--- src/rtl/mem_stage_lsu.sv ---
// MEM-stage load/store unit: req/ready data-memory bus, pipeline stall, load extension, misalign detect.
// Optional feature: define STORE_BUFFER_EN for a 1-entry posted store buffer.
module mem_stage_lsu #(
   parameter int unsigned DATA_W = 32,
   parameter int unsigned ADDR_W = 9
) (
   input  logic              clk,
   input  logic              rst,
   input  logic [2:0]        MemRead,
   input  logic [1:0]        MemWrite,
   input  logic [DATA_W-1:0] ALUResult,
   input  logic [DATA_W-1:0] Reg2,
   output logic              mem_req,
   output logic              mem_we,
   output logic [ADDR_W-1:0] mem_addr,
   output logic [3:0]        mem_be,
   output logic [DATA_W-1:0] mem_wdata,
   input  logic [DATA_W-1:0] mem_rdata,
   input  logic              mem_ready,
   output logic              lsu_stall,
   output logic [DATA_W-1:0] load_data,
   output logic              load_valid,
   output logic              misalign_err
);
   localparam logic [2:0] LD_LB  = 3'b001;
   localparam logic [2:0] LD_LH  = 3'b010;
   localparam logic [2:0] LD_LW  = 3'b011;
   localparam logic [2:0] LD_LBU = 3'b100;
   localparam logic [2:0] LD_LHU = 3'b101;
   localparam logic [1:0] ST_SB  = 2'b01;
   localparam logic [1:0] ST_SH  = 2'b10;
   localparam logic [1:0] ST_SW  = 2'b11;

   typedef enum logic [1:0] {S_IDLE, S_BUSY, S_DONE} state_t;

   state_t              r_state, w_state_nxt;
   logic                r_req, w_req_nxt;
   logic                r_we, w_we_nxt;
   logic [ADDR_W-1:0]   r_addr, w_addr_nxt;
   logic [3:0]          r_be, w_be_nxt;
   logic [DATA_W-1:0]   r_wdata, w_wdata_nxt;
   logic [2:0]          r_ld_op, w_ld_op_nxt;
   logic [1:0]          r_off, w_off_nxt;
   logic                r_is_ld, w_is_ld_nxt;
   logic [DATA_W-1:0]   r_ld_data, w_ld_data_nxt;
   logic                r_ld_valid, w_ld_valid_nxt;
   logic                r_mis, w_mis_nxt;
`ifdef STORE_BUFFER_EN
   logic                r_sb_valid, w_sb_nxt;
`endif

   logic                w_is_load, w_is_store, w_op, w_misalign, w_stall, w_capture;
   logic [1:0]          w_off;
   logic [3:0]          w_be;
   logic [DATA_W-1:0]   w_wdata, w_lane, w_ext;
   logic                w_unused_addr;

   assign w_off         = ALUResult[1:0];
   assign w_unused_addr = ^ALUResult[DATA_W-1:ADDR_W+2];
   assign w_is_load     = (MemRead >= LD_LB) && (MemRead <= LD_LHU);
   assign w_is_store    = !w_is_load && (MemWrite != 2'b00);
   assign w_op          = w_is_load || w_is_store;

   // Alignment, byte enables and lane-replicated store data for the op in EX/MEM
   always_comb begin
      w_misalign = 1'b0;
      w_be       = 4'hF;
      w_wdata    = '0;
      if (w_is_load) begin
         case (MemRead)
            LD_LH, LD_LHU: w_misalign = w_off[0];
            LD_LW:         w_misalign = |w_off;
            default:       w_misalign = 1'b0;
         endcase
      end else begin
         case (MemWrite)
            ST_SB: begin
               w_be    = 4'(4'b0001 << w_off);
               w_wdata = DATA_W'({4{Reg2[7:0]}});
            end
            ST_SH: begin
               w_misalign = w_off[0];
               w_be       = 4'(4'b0011 << w_off);
               w_wdata    = DATA_W'({2{Reg2[15:0]}});
            end
            ST_SW: begin
               w_misalign = |w_off;
               w_wdata    = Reg2;
            end
            default: w_wdata = '0;
         endcase
      end
   end

   assign w_lane = mem_rdata >> {r_off, 3'b000};

   always_comb begin
      case (r_ld_op)
         LD_LB:   w_ext = {{(DATA_W-8){w_lane[7]}}, w_lane[7:0]};
         LD_LH:   w_ext = {{(DATA_W-16){w_lane[15]}}, w_lane[15:0]};
         LD_LBU:  w_ext = DATA_W'(w_lane[7:0]);
         LD_LHU:  w_ext = DATA_W'(w_lane[15:0]);
         default: w_ext = w_lane;
      endcase
   end

   // Next-state and registered-output logic
   always_comb begin
      w_state_nxt    = r_state;
      w_req_nxt      = r_req;
      w_we_nxt       = r_we;
      w_addr_nxt     = r_addr;
      w_be_nxt       = r_be;
      w_wdata_nxt    = r_wdata;
      w_ld_op_nxt    = r_ld_op;
      w_off_nxt      = r_off;
      w_is_ld_nxt    = r_is_ld;
      w_ld_data_nxt  = r_ld_data;
      w_ld_valid_nxt = 1'b0;
      w_mis_nxt      = 1'b0;
      w_stall        = 1'b0;
      w_capture      = 1'b0;
`ifdef STORE_BUFFER_EN
      w_sb_nxt = r_sb_valid;
      if (r_sb_valid && mem_ready) begin
         w_sb_nxt  = 1'b0;
         w_req_nxt = 1'b0;
      end
`endif
      case (r_state)
         S_IDLE: begin
            if (w_op) begin
               if (w_misalign) begin
                  w_mis_nxt = 1'b1;
                  if (w_is_load) begin
                     w_ld_valid_nxt = 1'b1;
                     w_ld_data_nxt  = '0;
                  end
               end
`ifdef STORE_BUFFER_EN
               else if (r_sb_valid && !mem_ready) begin
                  w_stall = 1'b1;
               end else if (w_is_store) begin
                  w_capture = 1'b1;
                  w_sb_nxt  = 1'b1;
               end
`endif
               else begin
                  w_stall     = 1'b1;
                  w_capture   = 1'b1;
                  w_state_nxt = S_BUSY;
               end
            end
         end
         S_BUSY: begin
            w_stall = 1'b1;
            if (mem_ready) begin
               w_req_nxt   = 1'b0;
               w_state_nxt = S_DONE;
               if (r_is_ld) begin
                  w_ld_data_nxt  = w_ext;
                  w_ld_valid_nxt = 1'b1;
               end
            end
         end
         // EX/MEM advances on this edge, so never reissue the completed op
         S_DONE:  w_state_nxt = S_IDLE;
         default: w_state_nxt = S_IDLE;
      endcase
      if (w_capture) begin
         w_req_nxt   = 1'b1;
         w_we_nxt    = w_is_store;
         w_addr_nxt  = ALUResult[ADDR_W+1:2];
         w_be_nxt    = w_be;
         w_wdata_nxt = w_wdata;
         w_ld_op_nxt = MemRead;
         w_off_nxt   = w_off;
         w_is_ld_nxt = w_is_load;
      end
   end

   always_ff @(posedge clk or posedge rst) begin
      if (rst) begin
         r_state    <= S_IDLE;
         r_req      <= 1'b0;
         r_we       <= 1'b0;
         r_addr     <= '0;
         r_be       <= '0;
         r_wdata    <= '0;
         r_ld_op    <= '0;
         r_off      <= '0;
         r_is_ld    <= 1'b0;
         r_ld_data  <= '0;
         r_ld_valid <= 1'b0;
         r_mis      <= 1'b0;
`ifdef STORE_BUFFER_EN
         r_sb_valid <= 1'b0;
`endif
      end else begin
         r_state    <= w_state_nxt;
         r_req      <= w_req_nxt;
         r_we       <= w_we_nxt;
         r_addr     <= w_addr_nxt;
         r_be       <= w_be_nxt;
         r_wdata    <= w_wdata_nxt;
         r_ld_op    <= w_ld_op_nxt;
         r_off      <= w_off_nxt;
         r_is_ld    <= w_is_ld_nxt;
         r_ld_data  <= w_ld_data_nxt;
         r_ld_valid <= w_ld_valid_nxt;
         r_mis      <= w_mis_nxt;
`ifdef STORE_BUFFER_EN
         r_sb_valid <= w_sb_nxt;
`endif
      end
   end

   assign mem_req      = r_req;
   assign mem_we       = r_we;
   assign mem_addr     = r_addr;
   assign mem_be       = r_be;
   assign mem_wdata    = r_wdata;
   assign load_data    = r_ld_data;
   assign load_valid   = r_ld_valid;
   assign misalign_err = r_mis;
   assign lsu_stall    = w_stall & ~rst;
endmodule

--- config.mk ---
export PLATFORM = sky130hd
export DESIGN_NAME = mem_stage_lsu
export DESIGN_NICKNAME = d
export VERILOG_FILES = /design/src/rtl/mem_stage_lsu.sv
export SDC_FILE = /design/constraint.sdc
export NUM_CORES = 1
export LEC_CHECK = 0
export BUFFER_PORTS_ARGS = -buffer_cell sky130_fd_sc_hd__buf_2
export CORE_AREA = 2 2 103 105
export DETAILED_ROUTE_END_ITERATION = 7
export DIE_AREA = 0 0 105 107
export HOLD_SLACK_MARGIN = 0.12
export PLACE_DENSITY = 0.76
export SLEW_MARGIN = 25
export SYNTH_ARGS = -nofsm -noshare
export SYNTH_HDL_FRONTEND = slang
export SYNTH_SLANG_ARGS = --single-unit
--- constraint.sdc ---
create_clock -name clk -period 3 [get_ports clk]
set_input_delay 0.15 -clock clk [delete_from_list [all_inputs] [get_ports clk]]
set_output_delay 0.15 -clock clk [all_outputs]
set_load 0.05 [all_outputs]
Yosys cells after proc, flatten, opt, wreduce, memory -nomap -nowiden. Cells that the tools add are included.

Latch bits: 0. Bits in registers: 89. ROM bits: 0. RAM bits: 0. Memories kept: 0.

Add/subtract/negate cells: 0. Divide/modulo/power cells: 0. Multiplexer cells: 34. Order comparisons: 2. Reduce and logical (&&, ||, !) cells: 14. Bitwise logic cells: 2. Equality and inequality tests: 17. Shift-type cells: 3. Multipliers: 0.

Operators with widths (count): 32-bit two-way mux (6); 32-bit one-hot mux with 4 select lines (1); 32-bit one-hot mux with 3 select lines (1); 32-bit one-hot mux with 2 select lines (1); 32-bit by 5-bit right shift with 32-bit output (1); 1-bit two-way mux (15); 2-bit inequality test, second input constant (6); 3-bit by 2-bit equality test with 1-bit output, second input constant (3); 3-bit equality test, second input constant (3); 1-bit one-hot mux with 2 select lines (4); 4-bit one-hot mux with 2 select lines (1); 2-bit nonzero test (4); 2-bit two-way mux (3); 6-bit AND reduction (1); 2-bit by 1-bit equality test with 1-bit output, second input constant (2); 2-bit equality test, second input constant (2); 4-bit two-way mux (1); 2-bit one-hot mux with 2 select lines (1); 2-bit OR reduction (2); 1-bit by 2-bit left shift with 4-bit output, first input constant (1); 2-bit by 2-bit left shift with 4-bit output, first input constant (1); 3-bit by 1-bit equality test with 1-bit output, second input constant (1); 3-bit by 1-bit greater-or-equal comparator with 1-bit output, second input constant (1); 3-bit <= comparator, second input constant (1); other kinds (8) (9).

Depth between registers and ports, before layout.
Word-level depth: 9. Mapped depth: 8. Gate-level depth less buffers: 6.

Worst setup path after synthesis. Ideal clock, no wire load.

Path type: register to output. From: reg r_state[0]. To: out lsu_stall. Path slack: 1.084 ns. Required time: 2.850 ns. Cell stages (with the launch flop): 7. Data arrival time: 1.766 ns. Cell sequence: dfrtp_1 -> clkbuf_2 -> nor2_1 -> nand4_4 -> a21oi_4 -> buf_6 -> o21a_1.

Cells in the longest elaborated chain, start to end: 3. Elaborated cells between the ends (all ways): 4. Those cells by class: eq/ne (1); mux (1); bitwise (1); reduce/logical (1).

Ends and longest elaborated chain: start: declaration (line 36) `state_t r_state, w_state_nxt;`; start signal: assignment (line 200) `r_state <= w_state_nxt;`; 2-bit by 1-bit equality test with 1-bit output / 2-bit logical NOT (equally long branches) (line 130) `case (r_state)`; 1-bit one-hot mux with 2 select lines (*) (line 130); 1-bit AND (*) (line 226) `assign lsu_stall = w_stall & ~rst;`; end: declaration (line 20) `output logic lsu_stall,`.

Mark *: on every way between the ends. The rest lies on a longest branch, timed or not.

Worst setup path in the final report.
From: in MemRead[1]. To: out lsu_stall.

Cells in the longest elaborated chain, start to end: 8. Elaborated cells between the ends (all ways): 16. Those cells by class: order compare (2); eq/ne (3); mux (5); bitwise (1); reduce/logical (5).

Ends and longest elaborated chain: start: declaration (line 9) `input logic [2:0] MemRead,`; 3-bit by 2-bit equality test with 1-bit output, or another cell as far along (line 70) `case (MemRead)`; 2-bit OR reduction / 1-bit logical AND (equally long branches) (line 70, 60); 1-bit one-hot mux with 2 select lines / 1-bit logical NOT (equally long branches) (line 70, 61); 1-bit two-way mux / 1-bit logical AND (equally long branches) (line 69, 61); 1-bit two-way mux / 1-bit logical OR (equally long branches) (line 133, 62); 1-bit two-way mux (*) (line 132) `if (w_op) begin`; 1-bit one-hot mux with 2 select lines (*) (line 130); 1-bit AND (*) (line 226).

Marks and branches as above.

==> metrics <==
outcome=completed; Hold-fix buffers, CTS=22; combinational family with the most area after synthesis=multiplexers; post-synthesis cell area=4920 um2; 1st-iter DRT viols=229; sequential power share=0.293; Combinational Power Share=0.580; Die Height=107 um; # H-tree levels=3; via count=roughly 4.1k; RSZ-0062 raised after global routing=no; Port Buffers=164; Critical-path top delay cell=dlygate4sd3_1; PD cells=between 1000 and 1500 nW/um2; Leakage=3.14 nW; Ys Warns=0; DP Worst Slack=~0.60 ns; worst skew pair latency=between 0.3 and 0.4 ns; ys flop type=dfrtp_1; crit path max fanout=12; die area=11200 um2; Register-to-Register Path Depth=4; critical path data required time=2.85 ns; Clk pwr share=0.127; clock sinks=89; leading area contributor after synthesis=dfrtp_1; Top delay family on crit path=buffers and inverters; GPL Wtd Cong=around 0.86; Detailed Routing Iterations Pass 1=5; CTS tree=built; number of synthesized flops with an enable pin=0; Critical Path AT=2.13 ns; Syn-to-layout area delta=26.2%; root buffer cell=clkbuf_8; Tcrit/Tclk final=0.761; Setup Viol. Count Final=0; Worst Skew=0.0134 ns; Mapped Cells=426; commonest non-fill, non-tap cell in the layout=buf_2; WL/cell=17.1 um; DRC viols=0; Longest Clk Path Bufs=2; Slew Limit Fails=0; # resized after CTS=0; post-layout minimum cycle time=2.28 ns; Post-CTS Repair Setup Buffers=0; Placed Area=5790 um2; Seq/Total Area, Yosys=0.452; WS Path Type=primary input to primary output; first-pass GRT wire length=between 20 and 25 mm; Slew HR=0.470; final setup margin=0.717 ns; achievable clock frequency=0.438 GHz; most frequent CP cell=buf_2; Hold Vio Cnt, Final=0; area share of the largest cell type after synthesis=0.452; DRT antenna net count=0; Initial Util=0.488; via count of the first global-routing pass=4163; Syn Nets=535; Critical Path Stages=7; CTS Buf Count=9; # IOs=about 190; switching portion of total power=0.501; num rows=37; HP Class=primary input to register; die width=105 um; Sw Pwr=3.35 mW; ratio of cells with drive above 1 in the final layout=0.416; CP endpoint kind=primary output; largest net degree at the start of global routing=48; total track usage=0.229; Nets=710; max_cap viols=0; Vias per Instance=5.46; Worst Hold Depth=2; Finished Cell Area=6210 um2; top cells by area, synth=dfrtp_1 (45%), mux2_4 (13%), mux2i_1 (5.1%); simple logic cell fraction of the synthesized area=0.0811; grt total ovfl=0; setup total negative slack=0 ns; most frequent cells in the layout=buf_2 (164), dfrtp_1 (89), mux2_4 (44), nand2_1 (30), a21oi_1 (26); Worst Path Buf+Inv=3; internal power=3.33 mW; post-synthesis mux area share=0.201; final core occ=0.615; post-synth cell types=56; ys async rst share=1.00; Crit path largest cell delay=0.55 ns; core area=10100 um2; Synth Area in Compound Gates=0.189; XOR/XNOR share of the synthesized area=0.00356; Syn Area/Cell=11.6 um2; HPWL after DPL=9.32 mm; peak supply drop=0.000629 V; FF+latch count, synth=89; initial antenna violation count=0; Ant. Diodes=0; worst-margin pin slew=0.794 ns; Cell Chain, Critical Path=dlygate4sd3_1 > buf_2 > nand4b_1 > nand4_4 > a21oi_4 > o21a_1 > buf_2; clock-pin slew on the worst setup and hold paths=0.09 ns; post-synthesis adder-cell area fraction=0.0127; Startpoint Class=primary input; total wire length=12.7 mm
==> through the flow <==
step           cells  hold slack (ns)  power, mW
6_report         742            0.149       6.67
3_3_place_gp     704            0.306       5.75
2_1_floorplan    426            0.268       5.08
4_1_cts          742            0.126       6.71
5_1_grt          742            0.152       7.03
3_5_place_dp     704            0.322       5.83
==> cell usage after synthesis (3+ instances only) <==
master,instances
buf_2,7
a22oi_1,16
clkbuf_1,11
a211oi_1,14
buf_12,4
inv_1,23
mux2i_1,25
nand2_1,30
nor2_1,14
a22o_1,16
mux2_2,5
dfrtp_1,89
buf_4,4
ha_1,5
a21oi_1,26
o2bb2ai_1,16
mux2_4,44
nor2b_1,8
o21ai_0,20
nand2b_1,5
nand3_1,3
==> final timing paths <==
| path | startpoint | to | slack, ns |
|---|---|---|---|
| hold / removal | ALUResult[1] | r_off[1]$_DFFE_PP0P_ | 0.15 |
| max in group asynchronous | rst | mem_be[3]$_DFFE_PP0P_ | 1.87 |
| setup / recovery | MemRead[1] | lsu_stall | 0.72 |
| setup reg to reg | r_off[1]$_DFFE_PP0P_ | load_data[23]$_DFFE_PP0P_ | 0.82 |
| hold reg to reg | mem_req$_DFFE_PP0P_ | mem_req$_DFFE_PP0P_ | 0.49 |
| min in group asynchronous | rst | r_is_ld$_DFFE_PP0P_ | 0.44 |
==> registers in the layout (all words and copies together), names as in the netlist <==
signal,flops
mem_we,1
mem_wdata,32
r_ld_op,3
mem_addr,9
r_state,2
r_is_ld,1
load_valid,1
mem_be,4
r_off,2
misalign_err,1
load_data,32
mem_req,1
==> final cells by class <==
type | count | area (um2)
timing repair buffer | 194 | 1130
fill | 858 | 3880
sequential | 89 | 2230
clock buffer | 10 | 128
tap | 136 | 170
inverter | 23 | 87.6
multi-input combinational | 284 | 2400
clock inverter | 6 | 72.6
==> logic make-up (layout without fill, tap and decap cells) <==
kind of cell             after synthesis  after routing
AO/OA/AOI/OAI                        127            127
adder cells (fa/ha/maj)                5              5
buffers and inverters                 53            233
flip-flops                            89             89
XOR/XNOR                               2              2
AND/OR/NAND/NOR                       75             75
multiplexers                          75             75
==> power by group through the flow <==
stage	logic [mW]	clock network, mW	registers [mW]
2_1_floorplan	1.84	0	3.23
3_3_place_gp	3.80	0	1.95
4_1_cts	3.89	0.864	1.96
6_report	3.87	0.848	1.95
3_5_place_dp	3.87	0	1.97
5_1_grt	4.10	0.910	2.02
==> routing by layer <==
metal / GRT usage / wire length, um
met4: 0.0829 / 240
met1: 0.292 / 5290
met2: 0.385 / 6090
met5: 0 / 0
met3: 0.0523 / 1060
==> worst register-to-register path: stages (launching register included) <==
cell,delay [ns]
dfrtp_1,0.63
nor2b_1,0.56
a2bb2oi_1,0.25
a211oi_4,0.49
a22o_1,0.20
(Power assumes the default switching activity.)
